$ cat src/rtl/ser3_deframer.sv
// ser3_deframer: framed serial input to three registered data lanes.
// Frame in sample order: start (0), D0, D1, D2, then STOP_BITS ones.
// Only edges with in_EN high advance the receiver. A bad stop bit raises
// out_FERR, and the line must then return high before a new start bit counts.

module ser3_deframer #(
  parameter int unsigned STOP_BITS = 1
) (
  input  logic in_CLK,
  input  logic in_RST,
  input  logic in_SER,
  input  logic in_EN,
  output logic out_A,
  output logic out_B,
  output logic out_C,
  output logic out_ALL,
  output logic out_VALID,
  output logic out_FERR,
  output logic out_BUSY
);

  localparam logic [1:0] StIdle  = 2'd0;
  localparam logic [1:0] StData  = 2'd1;
  localparam logic [1:0] StStop  = 2'd2;
  localparam logic [1:0] StBreak = 2'd3;

  // Counter value that marks the final stop sample.
  localparam logic [1:0] LastStop = 2'(STOP_BITS - 1);

  logic [1:0] state_q, state_d;
  logic [1:0] cnt_q, cnt_d;
  logic [2:0] hold_q, hold_d;
  logic [2:0] lanes_q, lanes_d;
  logic       all_q, all_d;
  logic       valid_q, valid_d;
  logic       ferr_q, ferr_d;
  logic       busy_q, busy_d;

  // Next-state logic; an unstrobed edge leaves everything unchanged.
  always_comb begin
    state_d = state_q;
    cnt_d   = cnt_q;
    hold_d  = hold_q;
    lanes_d = lanes_q;
    all_d   = all_q;
    valid_d = 1'b0;
    ferr_d  = 1'b0;

    if (in_EN) begin
      unique case (state_q)
        StIdle: begin
          if (!in_SER) begin
            state_d = StData;
            cnt_d   = 2'd0;
            hold_d  = 3'b000;
          end
        end

        StData: begin
          // Bit counter selects the holding-register slot for this sample.
          case (cnt_q)
            2'd0:    hold_d[0] = in_SER;
            2'd1:    hold_d[1] = in_SER;
            default: hold_d[2] = in_SER;
          endcase
          if (cnt_q == 2'd2) begin
            state_d = StStop;
            cnt_d   = 2'd0;
          end else begin
            cnt_d = cnt_q + 2'd1;
          end
        end

        StStop: begin
          if (in_SER) begin
            if (cnt_q == LastStop) begin
              lanes_d = hold_q;
              all_d   = &hold_q;
              valid_d = 1'b1;
              state_d = StIdle;
              cnt_d   = 2'd0;
            end else begin
              cnt_d = cnt_q + 2'd1;
            end
          end else begin
            // The lanes keep their last good frame.
            ferr_d  = 1'b1;
            state_d = StBreak;
            cnt_d   = 2'd0;
          end
        end

        StBreak: begin
          // A held-low line must go high before a new start bit is accepted.
          if (in_SER) begin
            state_d = StIdle;
          end
        end

        default: state_d = StIdle;
      endcase
    end

    busy_d = (state_d != StIdle);
  end

  // State and output registers with synchronous reset.
  always_ff @(posedge in_CLK) begin
    if (in_RST) begin
      state_q <= StIdle;
      cnt_q   <= 2'd0;
      hold_q  <= 3'b000;
      lanes_q <= 3'b000;
      all_q   <= 1'b0;
      valid_q <= 1'b0;
      ferr_q  <= 1'b0;
      busy_q  <= 1'b0;
    end else begin
      state_q <= state_d;
      cnt_q   <= cnt_d;
      hold_q  <= hold_d;
      lanes_q <= lanes_d;
      all_q   <= all_d;
      valid_q <= valid_d;
      ferr_q  <= ferr_d;
      busy_q  <= busy_d;
    end
  end

  assign out_A     = lanes_q[0];
  assign out_B     = lanes_q[1];
  assign out_C     = lanes_q[2];
  assign out_ALL   = all_q;
  assign out_VALID = valid_q;
  assign out_FERR  = ferr_q;
  assign out_BUSY  = busy_q;

endmodule

$ cat config.mk
export PLATFORM = sky130hd
export DESIGN_NAME = ser3_deframer
export DESIGN_NICKNAME = d
export VERILOG_FILES = /design/src/rtl/ser3_deframer.sv
export SDC_FILE = /design/constraint.sdc
export NUM_CORES = 1
export LEC_CHECK = 0
export ABC_CLOCK_PERIOD_IN_PS = 1700
export BUFFER_PORTS_ARGS = -buffer_cell sky130_fd_sc_hd__buf_2
export CORE_AREA = 2 2 44 46
export DETAILED_ROUTE_END_ITERATION = 6
export DIE_AREA = 0 0 46 48
export HOLD_SLACK_MARGIN = 0.02
export PLACE_DENSITY_LB_ADDON = 0.2
export REMOVE_ABC_BUFFERS = 1
export SYNTH_ARGS = -nofsm -noshare
export SYNTH_HDL_FRONTEND = slang
export SYNTH_SLANG_ARGS = --single-unit
$ cat constraint.sdc
create_clock -name in_CLK -period 1.7 [get_ports in_CLK]
set_clock_uncertainty 0.1 [all_clocks]
set_input_delay 0.34 -clock in_CLK [delete_from_list [all_inputs] [get_ports in_CLK]]
set_output_delay 0.34 -clock in_CLK [all_outputs]
set_load 0.01 [all_outputs]
==> flow_summary.toml, run 1 <==
[layout]
nets = 115
insertedDiodeCount = 0
fillCellCount = 155
stdcell_count = 118
post-route-util_pct = 56.4
final_area_um2 = 953
drive_above_1_share_pct = 30.7
syn_to_final_growth_pct = 20.0

[power_and_ir_drop]
p_int_mw = 0.500
power_frac_seq_pct = 50.7
powerDensity_nw_per_um2 = 694
p_clk_share_pct = 36.7
combPwrFrac_pct = 12.5
swShare_pct = 24.4
p_sw_mw = 0.161
leakagePower_nw = 0.416
max-vdd-ir-drop_mv = 0.409

[die]
rows = 15
core_um2 = 1690
boundaryPins = 11
initial_core_util_pct = 47.0
die_h_um = 48
die-area_um2 = 2210
die_w_um = 46

[place]
gp_congestion = 0.832
port_buffers = 10
dp_hpwl_um = 1180
dp_cells = 114
placed_area_um2 = 900

[setup_path]
crit_type = "flip-flop to flip-flop"
critPathMaxFanout = 4
cp.arrival_ns = 1.72
rr_worst_depth = 6
crit_path_end_kind = "flip-flop"
regToRegSetupSlack_ns = 0.06
crit_required_ns = 1.78
cp-start-kind = "flip-flop"

[yosys]
syn_area_per_cell_um2 = 9.57
synthArstFlopShare_pct = 0
yosys.area.top_type = "dfxtp_1"
synth_edf_count = 0
yosys_warnings = 0
ys_ff_latch = 14
syn_area_um2 = 795
post-synth-top-count-cell = "dfxtp_1"
synth_seq_area_share_pct = 35.3
netlist_top_cells_area = "dfxtp_1 35%, ha_1 14%, nor2_1 5.2%, nor2b_1 3.9%, mux2i_1 3.8%"
synth_top_cells_by_count = "14 x dfxtp_1, 11 x nor2_1, 9 x ha_1"
ys.flop_type = "dfxtp_1"
synth_top_area_share_pct = 35.3
yosysUniqueCellTypes = 29
netlist_instances = 83

[sta]
period_share_pct = 96.3
tightest_slew_ns = 0.284
maxSlewHeadroom_pct = 81.0
slew_viol_final = 0
period_minus_slack_ns = 1.64
clock.fmax_mhz = 611
hold_viol = 0
rsz0062_at_grt = "true"
setup_viol = 0

[grt]
grt_pass1_wl_um = 2520
grt_pass1_vias = 561
grt_remaining_overflow = 0
grt_max_degree = 14
antenna_found_initial = 0
grt_usage_pct = 16.7

[clock_tree]
cts-root-buf = "clkbuf_4"
clkLatencyLatePin_ns = 0.28
cts_buffers = 3
clock_sinks = 14
cts_max_level = 1
clk_pin_slew_worst_paths_ns = 0.09
ctsHoldBuffers = 0
tritoncts = "done"
cts_buffer_depth = 2

[drt]
met3_wirelength_um = 105
dr.first_iter.drc_count = 20
viasPerCell = 5.69
dr_wl_met2_um = 690
remaining_drc_errors = 0
ant_nets = 0
m1WireLength_um = 784
wl_um = 1620
drtPass1Iterations = 4
routed.top_layer = "met4"
wire_per_inst_um = 13.7
vias = 672

[min_path]
hold_depth = 2
hp-class = "input port to flip-flop"

[job]
maxCapViolations = 0

[status]
status = "completed"
==> area by class of cell <==
class                   instances  area (um2)  area share [%]
well taps                      17        21.3            2.23
flip-flops and latches         14         282            29.5
clock buffers                   4        36.3            3.81
multi-input cells              59         485            50.9
repair buffers                 17         103            10.8
inverters                       7        26.3            2.76
==> placed cells by master (no fill, tap or decap), drive strengths merged, types with 2 or more instances in the layout <==
cell type | netlist | routed
and3b | 2 | 2
inv | 7 | 7
nor2b | 5 | 5
a32o | 2 | 2
a2bb2oi | 2 | 2
a21oi | 4 | 4
o21ai | 2 | 2
nor2 | 11 | 11
buf | 1 | 17
clkbuf | 2 | 4
mux2i | 3 | 3
a31oi | 4 | 4
ha | 9 | 9
dfxtp | 14 | 14
a32oi | 2 | 2
==> stage by stage <==
stage / hold slack [ns] / worst slack, ns / TNS [ns] / power, mW
floorplan: 0.306 / 0.123 / 0 / 0.389
global placement: 0.361 / 0.0688 / 0 / 0.421
detailed placement: 0.381 / -0.00153 / -0.00153 / 0.421
CTS: 0.288 / 0.0443 / 0 / 0.671
global route: 0.302 / -0.0124 / -0.0136 / 0.689
finish: 0.296 / 0.0631 / 0 / 0.661
==> logic make-up after synthesis <==
group                    count (synthesis)  share of synthesized area (%)
AO/OA/AOI/OAI                           21                           23.5
flip-flops                              14                           35.3
AND/OR/NAND/NOR                         26                           17.6
buffers and inverters                   10                           5.67
multiplexers                             3                           3.78
adder cells (fa/ha/maj)                  9                           14.2
==> layer usage <==
| metal | vias up | global-route usage [%] |
|---|---|---|
| li1 | 334 | - |
| met1 | 305 | 21.3 |
| met2 | 29 | 23.6 |
| met3 | 4 | 7.17 |
| met4 | 0 | 9.14 |
| met5 | - | 0 |
==> worst max-delay path, cell delays in order (launching register included) <==
cell and delay, ns:
dfxtp_1 0.33, inv_1 0.12, ha_1 0.26, nand2_1 0.11
a21oi_1 0.27, a2111oi_4 0.12, or2_1 0.21
==> what timing repair did <==
action | CTS | global route
gates resized for setup | 2 | 4
endpoints found under the setup margin | 1 | 5
pin swaps | 0 | 1
setup buffers | 0 | 0
==> registers in the layout, summed over array words and instances, names as in the netlist <==
register / count
out_FERR: 1
out_VALID: 1
cnt_q: 2
state_q: 2
out_BUSY: 1
hold_q: 3
out_ALL: 1
lanes_q: 3
==> power by group through the flow <==
| stage | logic (mW) | registers [mW] | clock network [mW] |
|---|---|---|---|
| 2_1_floorplan | 0.0457 | 0.343 | 0 |
| 3_3_place_gp | 0.0784 | 0.342 | 0 |
| 3_5_place_dp | 0.0783 | 0.343 | 0 |
| 4_1_cts | 0.0798 | 0.335 | 0.255 |
| 5_1_grt | 0.0910 | 0.336 | 0.262 |
| 6_report | 0.0830 | 0.335 | 0.243 |
==> path summary, 6_finish.rpt <==
check | start | end
setup / recovery | cnt_q[0] | out_BUSY
hold / removal | in_RST | lanes_q[0]
setup reg to reg | cnt_q[0] | out_BUSY
hold reg to reg | out_ALL | out_ALL
(Power assumes the default switching activity.)
==> run 2, diff against run 1 <==
--- a/config.mk
+++ b/config.mk
@@ -7,11 +7,11 @@
 export LEC_CHECK = 0
 export ABC_CLOCK_PERIOD_IN_PS = 1700
 export BUFFER_PORTS_ARGS = -buffer_cell sky130_fd_sc_hd__buf_2
-export CORE_AREA = 2 2 44 46
+export CORE_AREA = 2 2 46 48
 export DETAILED_ROUTE_END_ITERATION = 6
-export DIE_AREA = 0 0 46 48
+export DIE_AREA = 0 0 48 50
 export HOLD_SLACK_MARGIN = 0.02
-export PLACE_DENSITY_LB_ADDON = 0.2
+export PLACE_DENSITY = 0.74
 export REMOVE_ABC_BUFFERS = 1
 export SYNTH_ARGS = -nofsm -noshare
 export SYNTH_HDL_FRONTEND = slang
==> run 2 against run 1 <==
Routed wire length is 4.2% higher. Flip-flop and latch count did not move. Non-clock buffer count rose by 1. Critical path type unchanged. Largest power group unchanged. Highest routed layer unchanged.
==> flow_summary.toml, run 2 (synthesis results as in run 1) <==
[power_and_ir_drop]
swShare_pct = 23.5
power_frac_seq_pct = 51.0
p_sw_mw = 0.154
combPwrFrac_pct = 13.5
leakagePower_nw = 0.420
p_int_mw = 0.502
powerDensity_nw_per_um2 = 672
p_clk_share_pct = 35.5
max-vdd-ir-drop_mv = 0.414

[clock_tree]
ctsHoldBuffers = 0
clkLatencyLatePin_ns = 0.27
clock_sinks = 14
tritoncts = "done"
cts-root-buf = "clkbuf_4"
postCtsSetupBuffers = 0
clk_pin_slew_worst_paths_ns = 0.08
cts_buffers = 3
cts_buffer_depth = 2
cts_max_level = 1

[place]
dp_cells = 125
placed_area_um2 = 920
dp_hpwl_um = 1220
port_buffers = 10
gp_congestion = 0.873

[grt]
use_met2_pct = 22.9
grt_usage_pct = 15.3
grt_pass1_wl_um = 2620
use_met1_pct = 20.4
grt_max_degree = 14
met3_usage_pct = 2.20
grt_pass1_vias = 610
antenna_found_initial = 0
busiest_layer = "met2"
grt_remaining_overflow = 0

[die]
boundaryPins = 11
die_h_um = 50
die_w_um = 48
core_um2 = 1900
die-area_um2 = 2400
initial_core_util_pct = 41.8
rows = 16

[layout]
insertedDiodeCount = 0
seq_area_um2 = 280
fillCellCount = 173
stdcell_count = 129
final_cell_mix = "14 x dfxtp_1, 11 x nor2_1, 10 x buf_2"
top_regs = "hold_q: 3 flops, lanes_q: 3 flops"
final_area_um2 = 975
multi_input_area_um2 = 488
drive_above_1_share_pct = 31.4
layout_commonest_cell = "dfxtp_1"
nets = 116
syn_to_final_growth_pct = 22.7

[status]
status = "completed"

[sta]
tightest_slew_ns = 0.307
setup_viol = 0
slew_viol_final = 0
period_minus_slack_ns = 1.63
fin_tns_setup_ns = 0
rsz0062_at_grt = "false"
clock.fmax_mhz = 614
timing.hold.ws_ns = 0.305
period_share_pct = 95.8
maxSlewHeadroom_pct = 79.3
hold_viol = 0

[drt]
viasPerCell = 5.38
drtPass1Iterations = 6
wire_per_inst_um = 13.1
dr.first_iter.drc_count = 6
wl_um = 1690
remaining_drc_errors = 0
ant_nets = 0
vias = 694

[min_path]
hp-class = "input port to flip-flop"

[setup_path]
crit_required_ns = 1.82
crit_path_end_kind = "flip-flop"
cp-start-kind = "flip-flop"
cp.arrival_ns = 1.75
crit_type = "flip-flop to flip-flop"
critPathMaxFanout = 4

[job]
maxCapViolations = 0
run 2: power groups by stage:
stage / logic (mW) / clock network (mW) / registers, mW
final: 0.0883 / 0.233 / 0.334
after CTS: 0.0828 / 0.240 / 0.334
after floorplan: 0.0457 / 0 / 0.343
after global routing: 0.0963 / 0.259 / 0.335
after detailed placement: 0.0825 / 0 / 0.342
after global placement: 0.0805 / 0 / 0.342
run 2: metrics by stage:
stage                     setup slack [ns]  utilization (%)  power (mW)
after global placement              0.0469             48.4       0.422
after floorplan                      0.123                -       0.389
after global routing               0.00845             51.2       0.691
after detailed placement            0.0420             48.4       0.425
final                               0.0716             51.2       0.655
after CTS                           0.0220             50.3       0.658
run 2: final cells by class:
| class | instances | share of cell area, % |
|---|---|---|
| Clock buffer | 4 | 3.72 |
| Tap cell | 27 | 3.47 |
| Sequential cell | 14 | 28.8 |
| Inverter | 7 | 2.70 |
| Timing Repair Buffer | 18 | 11.3 |
| Multi-Input combinational cell | 59 | 50.1 |
run 2: final timing paths:
check | from | endpoint | slack, ns | cells past startpoint
hold reg to reg | out_ALL | out_ALL | 0.40 | 2
setup / recovery | cnt_q[0] | out_BUSY | 0.07 | 5
hold / removal | in_RST | cnt_q[1] | 0.30 | 2
setup reg to reg | cnt_q[0] | out_BUSY | 0.07 | 5
run 2: critical path, stage by stage (launching register included):
cell and delay (ns):
dfxtp_1 0.37, inv_1 0.10, ha_1 0.25, o221a_4 0.26
a2111oi_4 0.36, or2_1 0.14
run 2: per-layer routing:
layer / up-vias / wire length (um)
met2: 14 / 847
met4: 0 / 36
li1: 336 / -
met1: 340 / 764
met5: - / 0
met3: 4 / 38
run 2: what timing repair did:
item	in CTS	in global routing
gates resized for setup	0	6
hold endpoints to repair	0	0
setup endpoints to repair	0	6
==> run 3, diff against run 2 <==
--- a/config.mk
+++ b/config.mk
@@ -7,11 +7,11 @@
 export LEC_CHECK = 0
 export ABC_CLOCK_PERIOD_IN_PS = 1700
 export BUFFER_PORTS_ARGS = -buffer_cell sky130_fd_sc_hd__buf_2
-export CORE_AREA = 2 2 46 48
+export CORE_AREA = 2 2 69 54
 export DETAILED_ROUTE_END_ITERATION = 6
-export DIE_AREA = 0 0 48 50
+export DIE_AREA = 0 0 71 56
 export HOLD_SLACK_MARGIN = 0.02
-export PLACE_DENSITY = 0.74
+export PLACE_DENSITY = 0.52
 export REMOVE_ABC_BUFFERS = 1
 export SYNTH_ARGS = -nofsm -noshare
 export SYNTH_HDL_FRONTEND = slang
==> run 3 against run 2 <==
Core utilization fell by 20 points. Flip-flop and latch count did not move. Power rose by 13%. Critical path depth rose by 1. Global-route usage fell by 6.4 points. Combinational power fell by 1%. Register-to-register slack barely moved. Worst hold slack improved by 0.039 ns. Highest routed layer unchanged. Design area rose by 3.7%.
==> flow_summary.toml, run 3 (synthesis results as in run 1) <==
[power_and_ir_drop]
max-vdd-ir-drop_mv = 0.419
powerDensity_nw_per_um2 = 730
leakagePower_nw = 0.427
power_mw = 0.738

[drt]
drtPass1Iterations = 4
viasPerCell = 4.73
wl_um = 1670
remaining_drc_errors = 0
dr.first_iter.drc_count = 32
ant_nets = 0
wire_per_inst_um = 11.8
vias = 671

[layout]
fillCellCount = 333
layout_commonest_cell = "dfxtp_1"
stdcell_count = 142
final_cell_mix = "13 x dfxtp_1, 11 x nor2_1, 10 x buf_2"
insertedDiodeCount = 0
top_regs = "hold_q: 3 flops, lanes_q: 3 flops"
syn_to_final_growth_pct = 27.2
drive_above_1_share_pct = 32.4
nets = 116

[sta]
layout_setup_ws_ns = 0.0742
tightest_slew_ns = 0.278
rsz0062_at_grt = "false"
hold_viol = 0
fin_tns_setup_ns = 0
clock.fmax_mhz = 615
setup_viol = 0
period_minus_slack_ns = 1.63
slew_viol_final = 0
period_share_pct = 95.6
maxSlewHeadroom_pct = 81.3

[clock_tree]
cts_buffer_depth = 2
postCtsSetupBuffers = 0
cts_max_level = 1
clkLatencyLatePin_ns = 0.24
cts_buffers = 3
cts-root-buf = "clkbuf_8"
clock_sinks = 14
ctsHoldBuffers = 0
tritoncts = "done"
cts_resized = 0
clk_pin_slew_worst_paths_ns = 0.06

[setup_path]
endpoint = "out_BUSY"
cp.arrival_ns = 1.66
timing.rr.start = "cnt_q[0]"
crit_path_start = "cnt_q[0]"
max_stage_delay_ns = 0.32
rr_worst_depth = 6
crit_path_end_kind = "flip-flop"
crit_type = "flip-flop to flip-flop"
critPathMaxFanout = 4
crit_required_ns = 1.73
regToRegSetupSlack_ns = 0.07
cp-start-kind = "flip-flop"
critPathSlowestCell = "dfxtp_1"
r2r_end = "out_BUSY"
crit_chain = "inv_1 > ha_1 > nand2_1 > a211oi_2 > a2111oi_4 > or2_1"

[die]
initial_core_util_pct = 24.3
die_w_um = 71
boundaryPins = 11
rows = 18
die-area_um2 = 3980
die_h_um = 56
core_um2 = 3270

[place]
dp_hpwl_um = 1280
dp_slack_ns = 0.00545
gp_congestion = 0.834
port_buffers = 10
dp_cells = 138

[job]
maxCapViolations = 0

[grt]
grt_pass1_wl_um = 2880
grt_remaining_overflow = 0
antenna_found_initial = 0
grt_max_degree = 14
grt_pass1_vias = 628
grt_usage_pct = 8.89

[min_path]
hp-class = "input port to flip-flop"

[status]
status = "completed"
-- run 3: changes by cell type in the layout (fill, tap and decap cells not counted) --
cell	change
dfxtp_1	-1
clkbuf_4	-3
dfxtp_2	+1
clkbuf_8	+3
-- run 3: metal layers --
metal | part of all wire, % | track usage, %
met1 | 53 | 12.7
met2 | 43 | 13.2
met3 | 2.9 | 2.72
met4 | 0.84 | 1.62
met5 | 0 | 0
-- run 3: critical path, delay by kind of cell (launching register included) --
| family | cells | cell delay [ns] |
|---|---|---|
| AO/OA/AOI/OAI | 2 | 0.39 |
| buffers and inverters | 1 | 0.13 |
| AND/OR/NAND/NOR | 2 | 0.32 |
| flip-flops | 1 | 0.32 |
| adder cells (fa/ha/maj) | 1 | 0.26 |
-- run 3: layout make-up --
type | instances | area, um2 | share of cell area, %
clock buffer | 4 | 55.1 | 5.45
inverter | 7 | 26.3 | 2.60
multi-input combinational | 59 | 488 | 48.3
sequential | 14 | 282 | 27.8
tap | 40 | 50.0 | 4.95
timing repair buffer | 18 | 110 | 10.9
-- run 3: worst min-delay path by stage --
stage               cells past startpoint    start    endpoint  slack, ns
global placement                        2  out_ALL     out_ALL       0.36
detailed placement                      2  out_ALL     out_ALL       0.38
CTS                                     2   in_RST   out_VALID       0.34
finish                                  2   in_RST   out_VALID       0.34
global route                            2   in_RST    cnt_q[0]       0.35
floorplan                               1   in_RST  state_q[0]       0.31
-- run 3: metrics by stage --
step | hold WS, ns | instance area, um2 | utilization [%]
CTS | 0.341 | 991 | 30.3
finish | 0.344 | 1010 | 31.0
detailed placement | 0.380 | 936 | 28.7
global route | 0.351 | 1010 | 31.0
global placement | 0.361 | 936 | 28.7
floorplan | 0.306 | 776 | -
-- run 3: report_power, final --
group          switching, mW  leakage, nW  internal [mW]  total, mW
sequential           0.00318        0.113          0.333      0.336
combinational         0.0479        0.285         0.0396     0.0874
clock                  0.110       0.0288          0.205      0.315
total                  0.161        0.427          0.577      0.738
